==> src/rtl/sm4_chain_seq_if.sv <==
// 128-bit valid/ready block stream used for the input and output sides of sm4_chain_seq.
// The master drives valid/data and the slave answers with ready.
interface sm4_chain_seq_if;
    logic         valid;
    logic         ready;
    logic [127:0] data;

    modport master (output valid, output data, input ready);
    modport slave  (input valid, input data, output ready);
endinterface

==> src/rtl/sm4_chain_seq.sv <==
// ECB/CBC chaining sequencer wrapped around an external SM4 block core; one block in flight at a time.
// Optional core-done timeout is compiled in when the macro SM4_CHAIN_TMO_EN is defined.
module sm4_chain_seq #(
    parameter int CNT_W   = 32,
    parameter int TMO_CYC = 64
) (
    input  logic             io_mainClk,
    input  logic             resetCtrl_systemReset,
    input  logic             i_mode,
    input  logic             i_encrypt,
    input  logic [127:0]     i_iv,
    input  logic             i_iv_load,
    sm4_chain_seq_if.slave   s,
    output logic             core_start,
    output logic [127:0]     core_data,
    output logic             core_encrypt,
    input  logic             core_done,
    input  logic [127:0]     core_result,
    sm4_chain_seq_if.master  m,
    output logic             o_busy,
    output logic [CNT_W-1:0] o_block_cnt,
    output logic             o_err
);

    typedef enum logic [1:0] {IDLE, ISSUE, WAIT, OUT} state_t;

    state_t             state;
    state_t             state_nxt;
    logic [127:0]       chain;
    logic [127:0]       blk;
    logic [127:0]       core_data_r;
    logic [127:0]       m_data_r;
    logic               mode_r;
    logic               enc_r;
    logic [CNT_W-1:0]   cnt;
    logic               s_ready_c;
    logic               m_valid_c;
    logic               accept;
    logic               capture;
    logic               deliver;
    logic               iv_write;
    logic               tmo_hit;

    assign iv_write = (state == IDLE) && i_iv_load;
    assign accept   = s.valid && s_ready_c;
    assign capture  = (state == WAIT) && core_done;
    assign deliver  = m_valid_c && m.ready;

    always_ff @(posedge io_mainClk) begin
        if (resetCtrl_systemReset) begin
            state <= IDLE;
        end else begin
            state <= state_nxt;
        end
    end

    always_comb begin
        state_nxt  = state;
        s_ready_c  = 1'b0;
        m_valid_c  = 1'b0;
        core_start = 1'b0;
        o_busy     = 1'b1;
        case (state)
            IDLE: begin
                o_busy    = 1'b0;
                s_ready_c = !i_iv_load;
                if (s.valid && !i_iv_load) begin
                    state_nxt = ISSUE;
                end
            end
            ISSUE: begin
                core_start = 1'b1;
                state_nxt  = WAIT;
            end
            WAIT: begin
                // A result arriving in the last timeout cycle still wins.
                if (core_done) begin
                    state_nxt = OUT;
                end else if (tmo_hit) begin
                    state_nxt = IDLE;
                end
            end
            OUT: begin
                m_valid_c = 1'b1;
                if (m.ready) begin
                    state_nxt = IDLE;
                end
            end
            default: begin
                state_nxt = IDLE;
            end
        endcase
    end

    // Mode and direction are frozen at accept so mid-block input changes cannot disturb the chain.
    always_ff @(posedge io_mainClk) begin
        if (resetCtrl_systemReset) begin
            chain       <= '0;
            blk         <= '0;
            core_data_r <= '0;
            m_data_r    <= '0;
            mode_r      <= 1'b0;
            enc_r       <= 1'b0;
            cnt         <= '0;
        end else begin
            if (iv_write) begin
                chain <= i_iv;
            end
            if (accept) begin
                blk         <= s.data;
                mode_r      <= i_mode;
                enc_r       <= i_encrypt;
                core_data_r <= (i_mode && i_encrypt) ? (s.data ^ chain) : s.data;
            end
            if (capture) begin
                m_data_r <= (mode_r && !enc_r) ? (core_result ^ chain) : core_result;
                if (mode_r) begin
                    chain <= enc_r ? core_result : blk;
                end
            end
            if (deliver) begin
                cnt <= cnt + CNT_W'(1);
            end
        end
    end

`ifdef SM4_CHAIN_TMO_EN
    localparam int TMO_W    = $clog2(TMO_CYC + 1);
    localparam int TMO_LAST = (TMO_CYC > 1) ? (TMO_CYC - 2) : 0;

    logic [TMO_W-1:0] tmo_cnt;
    logic             err_r;

    // Counting starts on the first WAIT cycle, so the abort edge lands TMO_CYC edges after core_start.
    assign tmo_hit = (state == WAIT) && !core_done && (tmo_cnt == TMO_W'(TMO_LAST));

    always_ff @(posedge io_mainClk) begin
        if (resetCtrl_systemReset) begin
            tmo_cnt <= '0;
            err_r   <= 1'b0;
        end else begin
            if (state != WAIT) begin
                tmo_cnt <= '0;
            end else if (!tmo_hit) begin
                tmo_cnt <= tmo_cnt + TMO_W'(1);
            end
            if (tmo_hit) begin
                err_r <= 1'b1;
            end else if (iv_write) begin
                err_r <= 1'b0;
            end
        end
    end

    assign o_err = err_r;
`else
    assign tmo_hit = 1'b0;
    assign o_err   = 1'b0;
`endif

    assign s.ready      = s_ready_c;
    assign m.valid      = m_valid_c;
    assign m.data       = m_data_r;
    assign core_data    = core_data_r;
    assign core_encrypt = enc_r;
    assign o_block_cnt  = cnt;

endmodule

==> src/flat_wrapper.sv <==
// flat-port wrapper written by rule: the top's interface ports become plain ports
module sm4_chain_seq_flat 
#(
    parameter int CNT_W   = 32,
    parameter int TMO_CYC = 64
)
  (io_mainClk, resetCtrl_systemReset, i_mode, i_encrypt, i_iv, i_iv_load, core_start, core_data, core_encrypt, core_done, core_result, o_busy, o_block_cnt, o_err, s_valid, s_data, s_ready, m_valid, m_data, m_ready);
  sm4_chain_seq_if s_i ();
  sm4_chain_seq_if m_i ();
  input  logic io_mainClk;
  input  logic resetCtrl_systemReset;
  input  logic i_mode;
  input  logic i_encrypt;
  input  logic [127:0] i_iv;
  input  logic i_iv_load;
  output logic core_start;
  output logic [127:0] core_data;
  output logic core_encrypt;
  input  logic core_done;
  input  logic [127:0] core_result;
  output logic o_busy;
  output logic [CNT_W-1:0] o_block_cnt;
  output logic o_err;
  input wire logic [$bits(s_i.valid)-1:0] s_valid;
  input wire logic [$bits(s_i.data)-1:0] s_data;
  output wire logic [$bits(s_i.ready)-1:0] s_ready;
  output wire logic [$bits(m_i.valid)-1:0] m_valid;
  output wire logic [$bits(m_i.data)-1:0] m_data;
  input wire logic [$bits(m_i.ready)-1:0] m_ready;
  assign s_i.valid = s_valid;
  assign s_i.data = s_data;
  assign s_ready = s_i.ready;
  assign m_valid = m_i.valid;
  assign m_data = m_i.data;
  assign m_i.ready = m_ready;
  sm4_chain_seq #(.CNT_W(CNT_W), .TMO_CYC(TMO_CYC)) u_core (.io_mainClk(io_mainClk), .resetCtrl_systemReset(resetCtrl_systemReset), .i_mode(i_mode), .i_encrypt(i_encrypt), .i_iv(i_iv), .i_iv_load(i_iv_load), .s(s_i), .core_start(core_start), .core_data(core_data), .core_encrypt(core_encrypt), .core_done(core_done), .core_result(core_result), .m(m_i), .o_busy(o_busy), .o_block_cnt(o_block_cnt), .o_err(o_err));
endmodule
==> config.mk <==
export PLATFORM = sky130hd
export DESIGN_NAME = sm4_chain_seq_flat
export DESIGN_NICKNAME = d
export VERILOG_FILES = /design/src/rtl/sm4_chain_seq_if.sv /design/src/rtl/sm4_chain_seq.sv /design/src/flat_wrapper.sv
export SDC_FILE = /design/constraint.sdc
export NUM_CORES = 1
export LEC_CHECK = 0
export BUFFER_PORTS_ARGS = -buffer_cell sky130_fd_sc_hd__buf_4
export CAP_MARGIN = 30
export CORE_AREA = 10 10 260 262
export DETAILED_ROUTE_END_ITERATION = 10
export DIE_AREA = 0 0 270 272
export GPL_TIMING_DRIVEN = 0
export PLACE_DENSITY = 0.63
export SLEW_MARGIN = 40
export SYNTH_ARGS = -nofsm -noshare
export SYNTH_HDL_FRONTEND = slang
export SYNTH_SLANG_ARGS = --single-unit
==> constraint.sdc <==
create_clock -name io_mainClk -period 1.9 [get_ports io_mainClk]
set_clock_uncertainty 0.2 [all_clocks]
set_input_delay 0.38 -clock io_mainClk [delete_from_list [all_inputs] [get_ports io_mainClk]]
set_output_delay 0.38 -clock io_mainClk [all_outputs]
set_load 0.02 [all_outputs]
==> results by group, run 1 <==
Setup path
  • Critical Path Max Stage Delay: 0.35 ns
  • Worst Path Max Fanout: 8
  • Critical-path cell list: inv_4, ha_4, nor2b_4, and2_4, buf_12, buf_16, buf_8, buf_6, nor2_2, a211oi_2
  • CP Class: reg -> reg
  • Crit path capture type: register
  • Req. time, crit path: 2.23 ns
  • Buf/Inv on CP: 5
  • CP max-delay cell: dfxtp_4
  • Critical Path AT: 2.51 ns
  • CP Launch Type: register
  • CP top delay family: buffers and inverters

Clock network
  • Clk Latency, worst-skew pair: 0.63 ns
  • Clk slew on worst S/H paths: 0.06 ns
  • CTS tree: done
  • TritonCTS buffer count: 60
  • # H-tree levels: 2
  • CTS Buffer Depth: 3
  • Clock sink total: around 550
  • Root Driver: clkbuf_16

Logic synthesis
  • Post-synth EDFFs: 0
  • Syn Inst Count: 3047
  • Cell Area, Synth: 24850 sq um
  • Count of cell types in the netlist: 41
  • Top cells by area, synth: dfxtp_1 44%, a211oi_1 12%, nand2_1 9.9%
  • Sequential-to-total area share from yosys stat: around 44%
  • Top cells by count, synth: 658 x nand2_1, 548 x dfxtp_1, 384 x a211oi_1
  • Ys flop type: dfxtp_1
  • Post-synthesis net count: 3444
  • Mean Syn Cell Area: 8.154 sq um
  • Yosys top cell by area: dfxtp_1
  • Yosys warns: 0
  • Count leader, synth: nand2_1
  • Top-area cell type share of the netlist area: roughly 44%
  • FFs w/ async S/R, synth: 0%
  • Register bit total from synthesis: 548

Die
  • Die H: 272 microns
  • Core ar.: 62500 sq um
  • I/O pins: 686
  • Die Footprint: 73440 sq um
  • Chip Width: 270 microns
  • Number of cell rows: 92
  • Initial core utilization: 39.75%

Status
  • Status: complete, but fails checks
  • Violated checks: setup timing

Placement
  • GP Congestion: 0.9383
  • Placed cell count: 4577
  • I/O Buffers: between 600 and 700
  • Post-DP HPWL: 88510 microns

Routing
  • Via density: between 5 and 6
  • Final wirelength: 126000 microns
  • Iter 0 DRT Violations: approximately 2300
  • 1st-pass router iterations: 5
  • Post-DRT Antenna Nets: 0
  • M1 WL: approximately 49000 microns
  • Routed len/inst: about 25 microns
  • Post-route DRC: 0
  • Met2 wire length: 60260 microns
  • Met3 WL post-DR: 10180 microns
  • DR vias: approximately 28000
  • DR top layer: met5

Layout
  • Layout area overhead: 64.17%
  • Proportion of layout cells with a drive suffix above 1: 30.47%
  • Fill count: 5182
  • Post-Layout Cell Count: a little over 5000
  • NumNets Final: between 4000 and 5000

Timing
  • Worst slew margin: a little over two fifths
  • Worst-Margin Slew: 0.8433 ns
  • Fmax: around 0.46 GHz
  • Fin crit share: 114.5%
  • Worst Slack Setup Final: -0.2748 ns
  • Setup-failing EPs final: 525
  • Fin Setup TNS: -49.17 ns
  • Fin crit period: between 2 and 2.5 ns
  • Max Slew Vio Count: 0
  • RSZ-0062 raised after global routing: true
  • Final hold vios: 0

Worst hold path
  • Worst Hold Class: in -> reg

Global routing
  • Vias in the first global route: 27825
  • Pin count of the biggest net entering global routing: 16
  • GRT Util Overall: 31.46%
  • Overflow after GRT: 0
  • First-pass GRT wire length: 178900 microns
  • Initial antenna violation count: 14

Pwr
  • Pwr per Cell Area: 1027 nW/um^2
  • Leakage: 15.68 nW
  • VDD IR-drop max: 0.7440 mV

Job
  • Max-cap violations: 0
-- timing repair --
action                     CTS  global route
pin swaps                   25           115
resized for setup          271           369
setup endpoints to repair  542           537
buffers inserted            19            11
hold endpoints to repair   516             0
hold buffers               389             0
gates cloned                10            21
-- area by class of cell --
type                       instances  area (sq um)  share of cell area [%]
antenna                           12         30.03                 0.07362
clock inverter                    20         210.2                  0.5153
multi-input combinational       2209         14080                   34.52
buffer                           278          2532                   6.209
tap                              846          1059                   2.595
clock buffer                      85          1737                   4.258
sequential                       548         11010                   27.00
inverter                           7         33.78                 0.08282
timing repair buffer            1133         10100                   24.75
-- power by group --
| part | total [mW] | internal (mW) | switching (mW) |
|---|---|---|---|
| sequential | 14.6 | 13.3 | 1.34 |
| combinational | 15.4 | 6.66 | 8.69 |
| clock | 11.9 | 6.84 | 5.07 |
-- cells by family after synthesis --
| kind of cell | Yosys count | synth area share (%) |
|---|---|---|
| compound gates | 684 | 19.78 |
| xor+xnor | 266 | 9.377 |
| fa+ha+maj | 5 | 0.2518 |
| buf+inv | 290 | 4.663 |
| flops | 548 | 44.16 |
| mux | 2 | 0.08561 |
| other cells | 1 | 0.01509 |
| simple gates | 1251 | 21.67 |
-- per-layer routing --
layer / global-route usage, % / vias to the layer above
li1: - / 12988
met1: 37.13 / 13517
met2: 53.54 / 1363
met3: 7.387 / 330
met4: 14.52 / 4
met5: 0 / -
-- metrics by stage --
step | total power [mW] | hold WS (ns) | area, sq um | utilization (%) | setup WS, ns
floorplan | 21.00 | 0.2291 | 25310 | - | -0.1426
global route | 43.47 | 0.08328 | 40790 | 65.25 | -0.3636
finish | 41.88 | 0.07574 | 40790 | 65.26 | -0.2748
CTS | 39.93 | 0.04032 | 38810 | 62.09 | -0.2933
detailed placement | 26.31 | 0.2420 | 31540 | 50.46 | -0.8603
global placement | 26.23 | 0.2368 | 31500 | 50.39 | -1.229
-- path summary, 6_finish.rpt --
kind / start / to / slack, ns / cells past startpoint
max: u_core.state[1] / u_core.core_data[59] / -0.27 / 10
min: i_iv_load / u_core.state[0] / 0.08 / 5
max reg2reg: u_core.state[1] / u_core.core_data[59] / -0.27 / 10
min reg2reg: u_core.blk[10] / u_core.blk[10] / 0.25 / 2
-- worst reg2reg max path: cells and delay by family (launching register included) --
| kind | cells | cell delay [ns] |
|---|---|---|
| and+or+nand+nor | 3 | 0.42 |
| DFF | 1 | 0.35 |
| AOI/OAI and AO/OA | 1 | 0.20 |
| adders and majority gates | 1 | 0.17 |
| buffers and inverters | 5 | 0.73 |
-- layout by cell type (no fill, tap or decap), drive strengths merged, types with 128 or more instances in the layout --
cell and instances:
nand3 140, dfxtp 548, dlygate4sd3 389, nor2b 132, clkbuf 315, xor2 262
nand2 658, buf 792, a21oi 150, a211oi 384, nor2 269, a311oi 128
-- sequential cells by signal, indices dropped and copies added (netlist names) --
signal               cells
u_core.blk             128
u_core.chain           128
u_core.core_data       128
u_core.m.data          128
u_core.o_block_cnt      32
u_core.state             2
u_core.core_encrypt      1
u_core.mode_r            1
No activity file was read; power rests on OpenSTA's default activity.
==> run 2, diff against run 1 <==
--- a/config.mk
+++ b/config.mk
@@ -7,9 +7,9 @@
 export LEC_CHECK = 0
 export BUFFER_PORTS_ARGS = -buffer_cell sky130_fd_sc_hd__buf_4
 export CAP_MARGIN = 30
-export CORE_AREA = 10 10 260 262
+export CORE_AREA = 10 10 255 257
 export DETAILED_ROUTE_END_ITERATION = 10
-export DIE_AREA = 0 0 270 272
+export DIE_AREA = 0 0 265 267
 export GPL_TIMING_DRIVEN = 0
 export PLACE_DENSITY = 0.63
 export SLEW_MARGIN = 40
==> constraint.sdc (replaced) <==
create_clock -name io_mainClk -period 2.15 [get_ports io_mainClk]
set_clock_uncertainty 0.2 [all_clocks]
set_input_delay 0.43 -clock io_mainClk [delete_from_list [all_inputs] [get_ports io_mainClk]]
set_output_delay 0.43 -clock io_mainClk [all_outputs]
set_load 0.02 [all_outputs]
==> results by group, run 2 (same netlist as run 1, synthesis figures left out) <==
Die
  • Die H: 267 microns
  • Die Footprint: about 71000 sq um
  • Initial core utilization: 41.47%
  • Chip Width: 265 microns
  • I/O pins: 686
  • Core ar.: approximately 60000 sq um
  • Number of cell rows: 90

Clock network
  • Clock sink total: 548
  • Root Driver: clkbuf_16
  • CTS Buffer Depth: 3
  • TritonCTS buffer count: 59
  • Clk Latency, worst-skew pair: 0.64 ns
  • # H-tree levels: 2
  • Clk slew on worst S/H paths: about 0.060 ns
  • CTS tree: done

Setup path
  • Buf/Inv on CP: 4
  • CP Launch Point: u_core.state[0]
  • Req. time, crit path: approximately 1.5 ns
  • CP Launch Type: register
  • RR Endpoint: u_core.o_block_cnt[31]
  • Worst Path Max Fanout: 7
  • Critical Path AT: between 1.5 and 2 ns
  • Crit path capture type: output pin
  • CP top delay family: flip-flops
  • Critical-path cell list: inv_4, ha_4, clkbuf_8, inv_1, buf_4
  • Critical Path Max Stage Delay: 0.39 ns
  • Worst setup path end: o_busy
  • Reg2Reg Depth: 6
  • CP max-delay cell: dfxtp_4
  • Critical path depth: 5
  • FF-to-FF Start: u_core.state[0]
  • Flop2flop setup slack: -0.03 ns
  • CP Class: reg -> out

Placement
  • I/O Buffers: 683
  • GP Congestion: 0.9238
  • Post-DP HPWL: 87430 microns
  • Area after DPL: 30980 sq um

Routing
  • Routed len/inst: 23.96 microns
  • Post-route DRC: 0
  • 1st-pass router iterations: 6
  • Post-DRT Antenna Nets: 0
  • DR vias: 27501
  • Iter 0 DRT Violations: 2461
  • Final wirelength: around 120000 microns
  • Via density: 5.475

Timing
  • Final hold vios: 0
  • Setup-failing EPs final: 4
  • RSZ-0062 raised after global routing: true
  • Worst slew margin: 42.61%
  • Worst Slack Setup Final: -0.05428 ns
  • Final Hold Slack: 0.01765 ns
  • Fmax: about 0.45 GHz
  • Worst-Margin Slew: 0.8608 ns
  • Fin crit share: 102.5%
  • Fin crit period: 2.204 ns
  • Max Slew Vio Count: 0

Layout
  • Commonest non-fill, non-tap cell in the layout: buf_4
  • Layout area overhead: 51.45%
  • Fill count: 5229
  • Cell area after layout: about 38000 sq um
  • NumNets Final: 4573
  • FF+latch area: 11000 sq um
  • Most frequent cells in the layout: 705 x buf_4, 657 x nand2_1, 534 x dfxtp_1
  • Area of the multi-input gates: 12890 sq um
  • Finished Core Util: 62.81%
  • Proportion of layout cells with a drive suffix above 1: 24.27%

Global routing
  • Overflow after GRT: 0
  • Initial antenna violation count: 21
  • First-pass GRT wire length: about 170000 microns
  • Vias in the first global route: 27384
  • GRT Util Overall: 32.05%
  • Pin count of the biggest net entering global routing: 16

Status
  • Status: complete, but fails checks
  • Violated checks: setup timing

Worst hold path
  • Worst Hold Class: in -> reg

Pwr
  • VDD IR-drop max: 0.6637 mV
  • Leakage: around 15 nW
  • Pwr per Cell Area: 919.4 nW/um^2

Job
  • Max-cap violations: 0
run 2: cell count changes in the layout (fill, tap and decap cells not counted), sizes merged:
cell	change
bufinv	-2
dlygate4sd3	-11
inv	+1
diode	+5
clkbuf	-6
buf	-38
run 2: worst min path at each step:
stage                    start           endpoint  slack, ns  cells after the start
3_3_place_gp    u_core.blk[86]     u_core.blk[86]       0.24                      2
2_1_floorplan  u_core.blk[127]    u_core.blk[127]       0.23                      2
6_report       core_result[58]  u_core.m.data[58]       0.02                      3
4_1_cts        core_result[20]   u_core.chain[20]     0.0007                      3
3_5_place_dp   u_core.blk[103]    u_core.blk[103]       0.24                      2
5_1_grt        core_result[22]  u_core.m.data[22]       0.03                      3
run 2: timing repair:
action,4_1_cts,5_1_grt
hold endpoints to repair,503,0
hold buffers,378,0
cloned,1,2
buffers inserted,2,5
endpoints found under the setup margin,527,461
pin swaps,5,10
resized for setup,223,131
run 2: where the power goes:
| part | total (mW) | leakage (nW) | internal [mW] | switching, mW |
|---|---|---|---|---|
| sequential | 12.8 | 4.48 | 11.7 | 1.07 |
| clock | 10.3 | 0.957 | 5.84 | 4.49 |
| combinational | 11.5 | 9.13 | 4.50 | 6.96 |
run 2: area by class of cell:
| class | count | area share, % |
|---|---|---|
| flip-flops and latches | 548 | 29.23 |
| clock inverters | 19 | 0.4256 |
| clock buffers | 90 | 4.659 |
| inverters | 7 | 0.08313 |
| plain buffers | 280 | 4.649 |
| well taps | 782 | 2.600 |
| diodes | 17 | 0.1131 |
| multi-input cells | 2209 | 34.27 |
| repair buffers | 1071 | 23.98 |
run 2: layer usage:
metal | track usage [%] | share of wire, % | wire length [microns]
met3 | 9.764 | 9.6 | 11500
met2 | 54.43 | 48 | 57630
met4 | 14.33 | 4.2 | 5046
met5 | 0 | 0.051 | 61
met1 | 36.64 | 38 | 46130
run 2: tightest hold or removal path: cells and delay by family:
family | cells | cell delay, ns
buffers and inverters | 1 | 0.11
AO/OA/AOI/OAI | 1 | 0.09
XOR/XNOR | 1 | 0.17
run 2: stage by stage:
step	power, mW	setup WS [ns]	setup TNS, ns	std cells
2_1_floorplan	18.26	-0.06958	-5.609	3047
3_3_place_gp	22.89	-1.233	-446.10	4512
3_5_place_dp	22.95	-0.8355	-270.21	4512
4_1_cts	34.16	-0.1311	-0.6300	4999
5_1_grt	35.94	-0.1248	-1.264	5017
6_report	34.59	-0.05428	-0.1427	5023
